$ cat src/rtl/alu_issue_sequencer.sv
// alu_issue_sequencer: issue stage in front of Parameterized_ALU.
// Accepts register-to-register instructions over valid/ready, reads operands
// from a local 8-entry register file, drives ALU_Func/A/B, waits out the
// ALU latency and writes ALU_out plus the ALU status flags back.
// Opcode 4'b1111 is a local load-immediate that never reaches the ALU.
//
// Ports:
//   clk, rst                         clock, async active-high reset
//   instr_valid/instr_ready          instruction handshake
//   instr_func/rd/rs1/rs2/imm        instruction fields
//   ALU_Func, A, B                   registered operands to the ALU
//   ALU_out, Carry..Shift            ALU result and status flags
//   flags                            last captured {Carry,Arith,Logic,CMP,Shift}
//   done                             one-cycle pulse after a register write
//   busy                             high while an ALU op is in flight
//   dbg_addr/dbg_data                combinational register-file peek
module alu_issue_sequencer #(
  parameter int unsigned N       = 16,
  parameter int unsigned ALU_LAT = 1
) (
  input  logic         clk,
  input  logic         rst,
  input  logic         instr_valid,
  output logic         instr_ready,
  input  logic [3:0]   instr_func,
  input  logic [2:0]   instr_rd,
  input  logic [2:0]   instr_rs1,
  input  logic [2:0]   instr_rs2,
  input  logic [N-1:0] instr_imm,
  output logic [3:0]   ALU_Func,
  output logic [N-1:0] A,
  output logic [N-1:0] B,
  input  logic [N-1:0] ALU_out,
  input  logic         Carry,
  input  logic         Arith,
  input  logic         Logic,
  input  logic         CMP,
  input  logic         Shift,
  output logic [4:0]   flags,
  output logic         done,
  output logic         busy,
  input  logic [2:0]   dbg_addr,
  output logic [N-1:0] dbg_data
);

  localparam int unsigned CNT_W   = 3;
  localparam int unsigned REGS    = 8;
  localparam logic [3:0]  FUNC_LDI = 4'hF;

  localparam logic [1:0] S_IDLE  = 2'd0;
  localparam logic [1:0] S_ISSUE = 2'd1;
  localparam logic [1:0] S_WAIT  = 2'd2;

  logic [1:0]       state_q, state_d;
  logic [CNT_W-1:0] cnt_q,   cnt_d;
  logic [2:0]       rd_q,    rd_d;
  logic [3:0]       func_q,  func_d;
  logic [N-1:0]     a_q,     a_d;
  logic [N-1:0]     b_q,     b_d;
  logic [4:0]       flags_q, flags_d;
  logic             done_q,  done_d;
  logic             busy_q,  busy_d;
  logic [N-1:0]     rf_q [REGS];
  logic [N-1:0]     rf_d [REGS];

  // Next-state, operand capture and register-file write selection
  always_comb begin
    state_d = state_q;
    cnt_d   = cnt_q;
    rd_d    = rd_q;
    func_d  = func_q;
    a_d     = a_q;
    b_d     = b_q;
    flags_d = flags_q;
    done_d  = 1'b0;
    rf_d    = rf_q;

    case (state_q)
      S_IDLE: begin
        if (instr_valid) begin
          if (instr_func == FUNC_LDI) begin
            rf_d[instr_rd] = instr_imm;
            done_d         = 1'b1;
          end else begin
            // Operands come from pre-edge contents, so rd==rs1/rs2 reads the old value
            func_d  = instr_func;
            rd_d    = instr_rd;
            a_d     = rf_q[instr_rs1];
            b_d     = rf_q[instr_rs2];
            state_d = S_ISSUE;
          end
        end
      end
      S_ISSUE: begin
        state_d = S_WAIT;
        cnt_d   = CNT_W'(ALU_LAT);
      end
      S_WAIT: begin
        cnt_d = cnt_q - CNT_W'(1);
        if (cnt_q == CNT_W'(1)) begin
          rf_d[rd_q] = ALU_out;
          flags_d    = {Carry, Arith, Logic, CMP, Shift};
          done_d     = 1'b1;
          state_d    = S_IDLE;
        end
      end
      default: state_d = S_IDLE;
    endcase

    busy_d = (state_d != S_IDLE);
  end

  // State and output registers
  always_ff @(posedge clk or posedge rst) begin
    if (rst) begin
      state_q <= S_IDLE;
      cnt_q   <= '0;
      rd_q    <= '0;
      func_q  <= '0;
      a_q     <= '0;
      b_q     <= '0;
      flags_q <= '0;
      done_q  <= 1'b0;
      busy_q  <= 1'b0;
      for (int i = 0; i < REGS; i++) rf_q[i] <= '0;
    end else begin
      state_q <= state_d;
      cnt_q   <= cnt_d;
      rd_q    <= rd_d;
      func_q  <= func_d;
      a_q     <= a_d;
      b_q     <= b_d;
      flags_q <= flags_d;
      done_q  <= done_d;
      busy_q  <= busy_d;
      for (int i = 0; i < REGS; i++) rf_q[i] <= rf_d[i];
    end
  end

  // Ready is a state decode gated by reset so it is low for the whole reset window
  assign instr_ready = (state_q == S_IDLE) & ~rst;
  assign ALU_Func    = func_q;
  assign A           = a_q;
  assign B           = b_q;
  assign flags       = flags_q;
  assign done        = done_q;
  assign busy        = busy_q;
  assign dbg_data    = rf_q[dbg_addr];

endmodule

$ cat config.mk
export PLATFORM = sky130hd
export DESIGN_NAME = alu_issue_sequencer
export DESIGN_NICKNAME = d
export VERILOG_FILES = /design/src/rtl/alu_issue_sequencer.sv
export SDC_FILE = /design/constraint.sdc
export NUM_CORES = 1
export LEC_CHECK = 0
export CORE_MARGIN = 1
export CORE_UTILIZATION = 52
export CTS_CLUSTER_DIAMETER = 120
export DETAILED_ROUTE_END_ITERATION = 10
export HOLD_SLACK_MARGIN = 0.05
export MAX_ROUTING_LAYER = met4
export PLACE_DENSITY = 0.74
export SETUP_SLACK_MARGIN = 0.3
export SYNTH_ARGS = -nofsm -noshare
export SYNTH_HDL_FRONTEND = slang
export SYNTH_SLANG_ARGS = --single-unit
export TNS_END_PERCENT = 30
$ cat constraint.sdc
create_clock -name clk -period 6.05 [get_ports clk]
set_clock_uncertainty 0.1 [all_clocks]
set_input_delay 0.605 -clock clk [delete_from_list [all_inputs] [get_ports clk]]
set_output_delay 0.605 -clock clk [all_outputs]
set_load 0.01 [all_outputs]
==> impl_metrics.json <==
{
  "ctsResizeCount": 0,
  "fin_setup_tns_ps": 0,
  "max_freq_mhz": 247.5,
  "avgSynthCellArea_um2": 11.88,
  "syn_to_final_growth_pct": 14.93,
  "finalNonFillerCells": 1312,
  "drive_gt1_share_pct": 27.58,
  "grt-ovfl-total": 0,
  "r2r_start": "state_q[0]$_DFF_PP0_",
  "max_cap_violations": 0,
  "core_um2": 21290,
  "drc_errors": 0,
  "hold_depth": 2,
  "antenna_found_initial": 0,
  "grt_pass1_vias": 8541,
  "holdPathEnd": "flags[0]$_DFFE_PP0P_",
  "crit_path_frequent_cell": "clkdlybuf4s50_1",
  "cts_buffers": 17,
  "grt_max_degree": 75,
  "ys_types": 48,
  "slowest_delay_ps": 950,
  "grt_pass1_wl_um": 51040,
  "synth.cell_area_um2": 11430,
  "antennaDiodeCount": 0,
  "layout.filler_cells": 1683,
  "p_per_area_nw_per_um2": 402.1,
  "track_usage_pct": 32.06,
  "hold_slack_ps": 383.8,
  "crit_slowest_cell": "clkdlybuf4s50_1",
  "hold_path.startpoint": "flags[0]$_DFFE_PP0P_",
  "via_per_inst": 6.668,
  "final_cell_mix": "dfrtp_1 (179), nand2_1 (147), o21ai_0 (117)",
  "worstMarginPinSlew_ps": 1162,
  "cts_hold_repair.buffers": 0,
  "dr.pass1.iters": 5,
  "postRouteAntennaNets": 0,
  "hp-class": "reg2reg",
  "postCtsSetupBuffers": 0,
  "io_pins": 116,
  "path_class": "in2out",
  "place_congestion": 0.8320,
  "slew_headroom_pct": 22.27,
  "yosysTopAreaCellShare_pct": 39.19,
  "h-tree-depth": 4,
  "synth_edf_count": 0,
  "num_vias": 8748,
  "rsz0062_at_grt": "no",
  "ys.flop_type": "dfrtp_1",
  "clock_latency_ps": 440,
  "ir_drop_uv": 178.6,
  "crit_chain": "clkdlybuf4s50_1 > buf_4 > mux4_2 > mux2_2 > clkdlybuf4s50_1",
  "die_w_um": 150.3,
  "dpl.hpwl_um": 20180,
  "dp_cells": 1280,
  "die-area_um2": 22580,
  "status": "finished, final reports clean",
  "layout_commonest_cell": "dfrtp_1",
  "yosys.area.top_type": "dfrtp_1",
  "critPathMaxFanout": 20,
  "initial_core_util_pct": 53.69,
  "wl_per_cell_um": 24.95,
  "ctsLongestPathBuffers": 2,
  "r2r_cells": 7,
  "critPathArrivalTime_ps": 3340,
  "hold_viol": 0,
  "drv_slew": 0,
  "synth_fp_nets": 1024,
  "drt_wl_total_um": 32730,
  "reg2reg_to": "rf_q[58]$_DFFE_PP0P_",
  "drt-initial-drc-count": 903,
  "timing.final.crit_share_pct": 66.78,
  "leakage_nw": 5.504,
  "cts_tree": "done",
  "root_buffer": "clkbuf_16",
  "rows": 53,
  "yosysWarnings": 0,
  "synthCells": 962,
  "finalSetupViolCount": 0,
  "worstSetupEndpointType": "output port",
  "synth_top_cells_by_area": "dfrtp_1 (39%), mux4_2 (19%), mux2_2 (10%), o21ai_0 (5.1%), nand2_1 (4.8%)",
  "async_flop_share_pct": 100.0,
  "die_h_um": 150.3,
  "port_buffers": 115,
  "ys_ff_latch": 179,
  "nets": 1086,
  "clk_pin_slew_ps": 80,
  "cp-start-kind": "primary input",
  "ys_seq_area_share_pct": 39.19,
  "cts.sinks": 179,
  "period_minus_slack_ps": 4040,
  "cp.required_ps": 5340,
  "r2r_setup_slack_ps": 2450
}
-- power by group --
group | internal (mW) | leakage [nW] | switching [mW]
Combinational | 1.13 | 2.86 | 1.03
Sequential | 1.63 | 2.37 | 0.412
Clock | 0.545 | 0.274 | 0.537
Total | 3.30 | 5.50 | 1.98
-- worst max-delay path, delay by kind of cell --
kind | cells | cell delay (ps)
mux | 2 | 840
buf+inv | 3 | 1880
-- state kept, by name, summed over array words and instances (netlist names) --
name and flops:
A 16, flags 5, ALU_Func 4, rf_q 128, cnt_q 3, state_q 2
rd_q 3, B 16, done 1, busy 1
-- synth_stat cells (2+ instances only) --
library cell,instances
a21oi_1,34
and4b_1,4
and4bb_2,2
buf_1,4
buf_2,30
buf_4,14
buf_6,8
clkbuf_1,33
dfrtp_1,179
ha_1,6
inv_1,7
mux2_1,36
mux2_2,105
mux2_4,10
mux2i_1,32
mux4_2,96
nand2_1,147
nand3_1,3
nand3b_1,5
nor2_1,37
nor2_4,3
nor2b_1,2
nor3_4,2
nor4b_4,3
nor4bb_1,2
o21ai_0,117
o221ai_4,2
o22ai_1,3
o2bb2ai_1,16
or3b_1,2
-- final cells by class --
| class | instances | area [um^2] | area share (%) |
|---|---|---|---|
| flip-flops and latches | 179 | 4479 | 34.10 |
| multi-input cells | 686 | 6450 | 49.10 |
| repair buffers | 133 | 1271 | 9.677 |
| clock inverters | 15 | 135.1 | 1.029 |
| well taps | 275 | 344.1 | 2.619 |
| clock buffers | 17 | 425.4 | 3.238 |
| inverters | 7 | 31.28 | 0.2381 |
-- kinds of logic (layout without fill, tap and decap cells) --
family | count (synthesis) | in the layout | synth area share [%]
compound gates | 182 | 182 | 9.338
buf+inv | 97 | 172 | 4.598
simple gates | 219 | 219 | 9.294
flops | 179 | 179 | 39.19
mux | 279 | 279 | 36.92
fa+ha+maj | 6 | 6 | 0.6568
-- per-layer routing --
metal	track usage (%)	share of wire, %	up-vias
li1	-	-	3707
met1	42.20	41	4488
met2	48.56	47	452
met3	6.424	8.4	101
met4	13.64	3.3	0
met5	-	0	-
-- worst max-delay path by stage --
stage / end / cells after the start / slack [ps] / start
after global routing: dbg_data[1] / 5 / 1960 / dbg_addr[1]
after floorplan: ALU_Func[0]$_DFFE_PP0P_ / 1 / 490 / rst
after global placement: dbg_data[1] / 5 / 2080 / dbg_addr[1]
after detailed placement: dbg_data[1] / 5 / 2040 / dbg_addr[1]
final: dbg_data[1] / 5 / 2010 / dbg_addr[1]
after CTS: dbg_data[1] / 5 / 2040 / dbg_addr[1]
-- stage by stage --
step           area, um^2  total power [mW]  worst slack (ps)  utilization [%]
6_report            13140             5.282              2010            61.71
3_3_place_gp        12580             4.112              2085            59.08
3_5_place_dp        12580             4.176              2041            59.08
2_1_floorplan       11430             3.336             486.4                -
5_1_grt             13140             5.558              1960            61.71
4_1_cts             13140             5.254              2041            61.71
Power figures use the tool's default switching activity.
==> RTL edit 1: new RTL, same flow settings <==
`CNT_W`: 3 -> 5.
--- a/src/rtl/alu_issue_sequencer.sv
+++ b/src/rtl/alu_issue_sequencer.sv
@@ -43,7 +43,7 @@
   output logic [N-1:0] dbg_data
 );
 
-  localparam int unsigned CNT_W   = 3;
+  localparam int unsigned CNT_W   = 5;
   localparam int unsigned REGS    = 8;
   localparam logic [3:0]  FUNC_LDI = 4'hF;
 
Check against the original RTL: not settled (the Yosys comparison gave no result); the edit may change what the design does.
==> RTL edit 1 against the original RTL <==
Sequential cell count grew 2. Combinational power shrank 21%. Global-route usage shrank 0.90 points. Core utilization shrank 0.080 points. Power shrank 16%. Synthesized area grew 0.43%. Worst setup slack gained 0.028 ns. Final cell count grew 0.76%. Via count grew 0.26%. Wire length shrank 1.5%. Final area grew 0.18%. Sequential power shrank 15%. Critical path type unchanged. Critical endpoint is now dbg_data[10]. Largest power group is now sequential cells. Highest routed layer unchanged.
==> RTL edit 1: results (changes against the original RTL) <==
Run status
  – Status: complete, no violations (unchanged)

Clock network
  – Post-cts resize count: 0 (unchanged)
  – Clk slew on worst S/H paths: 0.06 ns (was 0.08 ns)
  – Longest Clk Path Bufs: 2 (unchanged)
  – Clock H-tree levels: 4 (unchanged)

Global routing
  – First-pass GRT wire length: 50600 um (was 51000 um)
  – GRT overflow: 0 (unchanged)
  – Met1 Usage GRT: 0.414 (was 0.422)
  – Met3 Track Usage GR: 0.0536 (was 0.0642)
  – Vias in the first global route: 8874 (was 8541)
  – Met2 usage: 0.476 (was 0.486)
  – Initial antenna violation count: 0 (unchanged)
  – GRT Resource Usage Total: 0.312 (was 0.321)
  – Pin count of the biggest net entering global routing: 76 (was 75)

Drt
  – Initial DRC Count: 873 (was 903)
  – Detailed Route WL: 32200 um (was 32700 um)
  – Routed vias/inst: 6.63 (was 6.67)
  – Via count: 8771 (was 8748)
  – Drt first pass iters: 5 (unchanged)

Logic synthesis
  – Syn nets: 1042 (was 1024)
  – Synth async-reset ratio: 1.00 (unchanged)
  – Post-Synthesis Cells: 980 (was 962)
  – Number of synthesis warnings: 0 (unchanged)
  – Most frequent cells after synthesis: dfrtp_1, nand2_1, o21ai_0 (unchanged)
  – Post-synth EDFFs: 0 (unchanged)
  – Post-synthesis sequential area ratio: 0.395 (was 0.392)
  – Yosys cell types: 37 (was 48)
  – Top cells by area, synth: dfrtp_1, mux4_2, mux2_2 (unchanged)

Layout
  – Layout net count: 1097 (was 1086)
  – Fraction of layout cells with a size suffix above 1: 0.266 (was 0.276)
  – Multi-input logic area: 6440 um2 (was 6450 um2)
  – Fill cells: 1695 (was 1683)
  – Max reg flops: 128 (unchanged)

Critical path
  – CP max stage delay: 1.06 ns (was 0.95 ns)
  – CP top delay family: buffers and inverters (unchanged)
  – CP startpoint: dbg_addr[1] (unchanged)
  – Crit path DAT: 3.31 ns (was 3.34 ns)
  – Crit Path Max Fanout: 19 (was 20)
  – Crit-path slowest cell: clkdlybuf4s50_1 (unchanged)

STA
  – Slew headroom: 0.213 (was 0.223)

Pwr
  – Max VDD drop: 0.000202 V (was 0.000179 V)
  – Leakage: 5.47 nW (was 5.50 nW)

Place
  – Port Buffer Count: 115 (unchanged)
  – DP Cell Count: 1291 (was 1280)
  – Placer Congestion: 0.849 (was 0.832)
  – DP Area: 12600 um2 (about the same)
  – Pre-CTS WS: 1.92 ns (was 2.04 ns)
  – DP HPWL: 21100 um (was 20200 um)

Min path
  – Hold_sp: ALU_Func[2] (was flags[0])
-- RTL edit 1: cell count changes after synthesis, moves of 5 or more --
cell | unedited run | this run
a22o_1 | 0 | 16
a31oi_1 | 0 | 12
buf_1 | 4 | 9
buf_2 | 30 | 18
clkbuf_1 | 33 | 49
inv_1 | 7 | 13
mux2_2 | 105 | 113
mux2_4 | 10 | 0
nand2_1 | 147 | 140
nor4_4 | 1 | 8
o2bb2ai_1 | 16 | 0
-- RTL edit 1: cells by family after synthesis --
logic type,synth area share
mux,0.368
simple gates,0.0930
compound gates,0.0910
flops,0.395
buf+inv,0.0468
fa+ha+maj,0.00654
-- RTL edit 1: worst paths after layout --
| kind | end | slack, ns | depth (start not counted) |
|---|---|---|---|
| min in group asynchronous | busy | 0.58 | 2 |
| worst min-delay path | ALU_Func[2] | 0.41 | 1 |
| worst max-delay path | dbg_data[10] | 2.04 | 5 |
| max in group asynchronous | rf_q[12] | 4.06 | 3 |
| worst max register to register | rf_q[90] | 2.19 | 7 |
| worst min register to register | ALU_Func[2] | 0.41 | 1 |
-- RTL edit 1: routing by layer --
layer	wire, um	vias to the layer above
met3	2750	75
met4	1000	0
met5	0	-
met2	15200	478
li1	-	3737
met1	13300	4481
-- RTL edit 1: cell type report --
cell class                      instances  area share
Timing Repair Buffer                  134      0.0972
Multi-Input combinational cell        688       0.489
Sequential cell                       181       0.344
Tap cell                              275      0.0261
Clock inverter                         12     0.00637
Clock buffer                           19      0.0329
Inverter                               13     0.00409
-- RTL edit 1: power by group --
part,leakage [nW],switching (mW),internal (mW),total [mW]
Sequential,2.39,0.240,1.50,1.74
Clock,0.241,0.491,0.522,1.01
Combinational,2.84,0.890,0.818,1.71
==> RTL edit 2: new RTL, same settings <==
Made on the original files. `a_q` and `b_q` no longer have a reset.
--- a/src/rtl/alu_issue_sequencer.sv
+++ b/src/rtl/alu_issue_sequencer.sv
@@ -117,8 +117,6 @@
       cnt_q   <= '0;
       rd_q    <= '0;
       func_q  <= '0;
-      a_q     <= '0;
-      b_q     <= '0;
       flags_q <= '0;
       done_q  <= 1'b0;
       busy_q  <= 1'b0;
@@ -128,13 +126,16 @@
       cnt_q   <= cnt_d;
       rd_q    <= rd_d;
       func_q  <= func_d;
-      a_q     <= a_d;
-      b_q     <= b_d;
       flags_q <= flags_d;
       done_q  <= done_d;
       busy_q  <= busy_d;
       for (int i = 0; i < REGS; i++) rf_q[i] <= rf_d[i];
     end
+  end
+
+  always_ff @(posedge clk) begin
+    a_q <= a_d;
+    b_q <= b_d;
   end
 
   // Ready is a state decode gated by reset so it is low for the whole reset window
Behaviour: not the same (Yosys sat finds a counterexample within 4 cycles, from zero or initial values and one cycle with rst high; the reset may be asserted at any time).
==> RTL edit 2 against the original RTL <==
Worst setup slack gained 0.25 ns. Count of clock-buffer cells in the layout grew 3. Largest power group is now sequential cells. Synthesized area shrank 1.9%. Power shrank 5.7%. Die area shrank 1.8%. Critical path depth grew 1. Critical path type is now flip-flop to flip-flop. Sequential cell count is the same. Global-route usage shrank 1.1 points. First-iteration DRC count shrank 6.5%. Final area shrank 0.71%. Wire length shrank 3.4%.
==> RTL edit 2: results (changes against the original RTL) <==
Run status
  – Status: complete, no violations (unchanged)

Global routing
  – Vias in the first global route: 8385 (was 8541)
  – First-pass GRT wire length: 48500 um (was 51000 um)
  – Pin count of the biggest net entering global routing: 107 (was 75)
  – GRT Resource Usage Total: 0.309 (was 0.321)
  – Initial antenna violation count: 0 (unchanged)

Drt
  – Routed vias/inst: 6.61 (was 6.67)
  – Drt first pass iters: 5 (unchanged)
  – Routed wire per std cell: 25.3 um (was 24.9 um)
  – Detailed Route WL: 31600 um (was 32700 um)
  – Initial DRC Count: 844 (was 903)

Clock network
  – Root Buffer: clkbuf_16 (unchanged)
  – Worst skew pair latency: 0.44 ns (about the same)
  – CTS buffer count: 17 (unchanged)
  – Longest Clk Path Bufs: 2 (unchanged)
  – Clk slew on worst S/H paths: 0.06 ns (was 0.08 ns)
  – Clock H-tree levels: 4 (unchanged)
  – Post-cts resize count: 0 (unchanged)
  – Setup bufs post-CTS: 0 (unchanged)

Logic synthesis
  – Syn nets: 952 (was 1024)
  – Most frequent cells after synthesis: dfrtp_1, nand2_1, mux2_2 (was dfrtp_1, nand2_1, o21ai_0)
  – Yosys cell types: 48 (unchanged)
  – Post-synth EDFFs: 32 (was 0)
  – Post-Synthesis Cells: 890 (was 962)
  – Synth async-reset ratio: 0.821 (was 1.00)
  – Post-synthesis sequential area ratio: 0.414 (was 0.392)
  – Number of synthesis warnings: 0 (unchanged)
  – Top cells by area, synth: dfrtp_1, mux4_2, mux2_2 (unchanged)
  – Most used flip-flop cell after synthesis: dfrtp_1 (unchanged)

Pwr
  – Leakage: 5.34 nW (was 5.50 nW)
  – Max VDD drop: 0.000227 V (was 0.000179 V)
  – Int Pwr: 3.28 mW (was 3.30 mW)

Layout
  – Antenna Cells: 0 (unchanged)
  – Max reg flops: 128 (unchanged)
  – Layout net count: 1024 (was 1086)
  – Most flop-heavy register: rf_q (unchanged)
  – Fraction of layout cells with a size suffix above 1: 0.318 (was 0.276)
  – Fill cells: 1660 (was 1683)

Place
  – DP Area: 12500 um2 (was 12600 um2)
  – Port Buffer Count: 115 (unchanged)
  – Placer Congestion: 0.821 (was 0.832)
  – DP HPWL: 18600 um (was 20200 um)
  – DP Cell Count: 1218 (was 1280)

Critical path
  – Crit Path Max Fanout: 41 (was 20)
  – Crit path DAT: 4.01 ns (was 3.34 ns)

STA
  – Slew headroom: 0.155 (was 0.223)

Min path
  – Hold Path Class: flip-flop to flip-flop (unchanged)
[RTL edit 2: cell count changes in the layout (fill, tap and decap cells not counted), sizes merged, moves of 9 or more]
cell    before  now
mux2       151  183
mux2i       32    0
dfrtp      179  147
a21oi       34    2
edfxtp       0   32
nor2        40    7
inv         17    8
[RTL edit 2: critical path, stage by stage, from the launching register on]
cell and delay, ns:
dfrtp_1 0.39, inv_1 0.08, ha_2 0.52, nor4b_4 1.09, a31oi_1 0.17, a211oi_4 0.89
mux2_2 0.42
[RTL edit 2: worst paths after layout]
path	from	endpoint	slack [ns]	depth (start not counted)
min	flags[4]	flags[4]	0.38	2
min in group asynchronous	rst	ALU_Func[2]	0.66	2
min reg2reg	flags[4]	flags[4]	0.38	2
max in group asynchronous	rst	rf_q[12]	4.01	3
max	state_q[0]	rf_q[107]	2.26	6
max reg2reg	state_q[0]	rf_q[107]	2.26	6
[RTL edit 2: layer usage]
metal | track usage | wire length (um)
met3 | 0.0462 | 2380
met1 | 0.389 | 12400
met5 | - | 0
met4 | 0.136 | 980
met2 | 0.499 | 15800
[RTL edit 2: metrics by stage]
stage	utilization	setup WS (ns)
after CTS	0.618	2.28
after global placement	0.591	2.02
final	0.618	2.26
after floorplan	-	1.39
after global routing	0.618	2.10
after detailed placement	0.591	1.98
[RTL edit 2: logic make-up after synthesis]
kind of cell	share of synthesized area
flops	0.414
fa+ha+maj	0.00669
simple gates	0.0824
buf+inv	0.0410
compound gates	0.0798
mux	0.376
[RTL edit 2: layout make-up]
class                   instances  share of cell area
flip-flops and latches        179               0.356
clock buffers                  20              0.0342
multi-input cells             622               0.472
well taps                     275              0.0264
repair buffers                135              0.0986
inverters                       7             0.00240
clock inverters                12              0.0106
[RTL edit 2: power by group through the flow]
stage	registers, mW	clock network [mW]	logic [mW]
CTS	1.98	1.13	1.85
global placement	1.96	0	1.81
detailed placement	2.00	0	1.84
finish	2.00	1.13	1.85
global route	2.05	1.18	1.98
floorplan	1.92	0	1.22
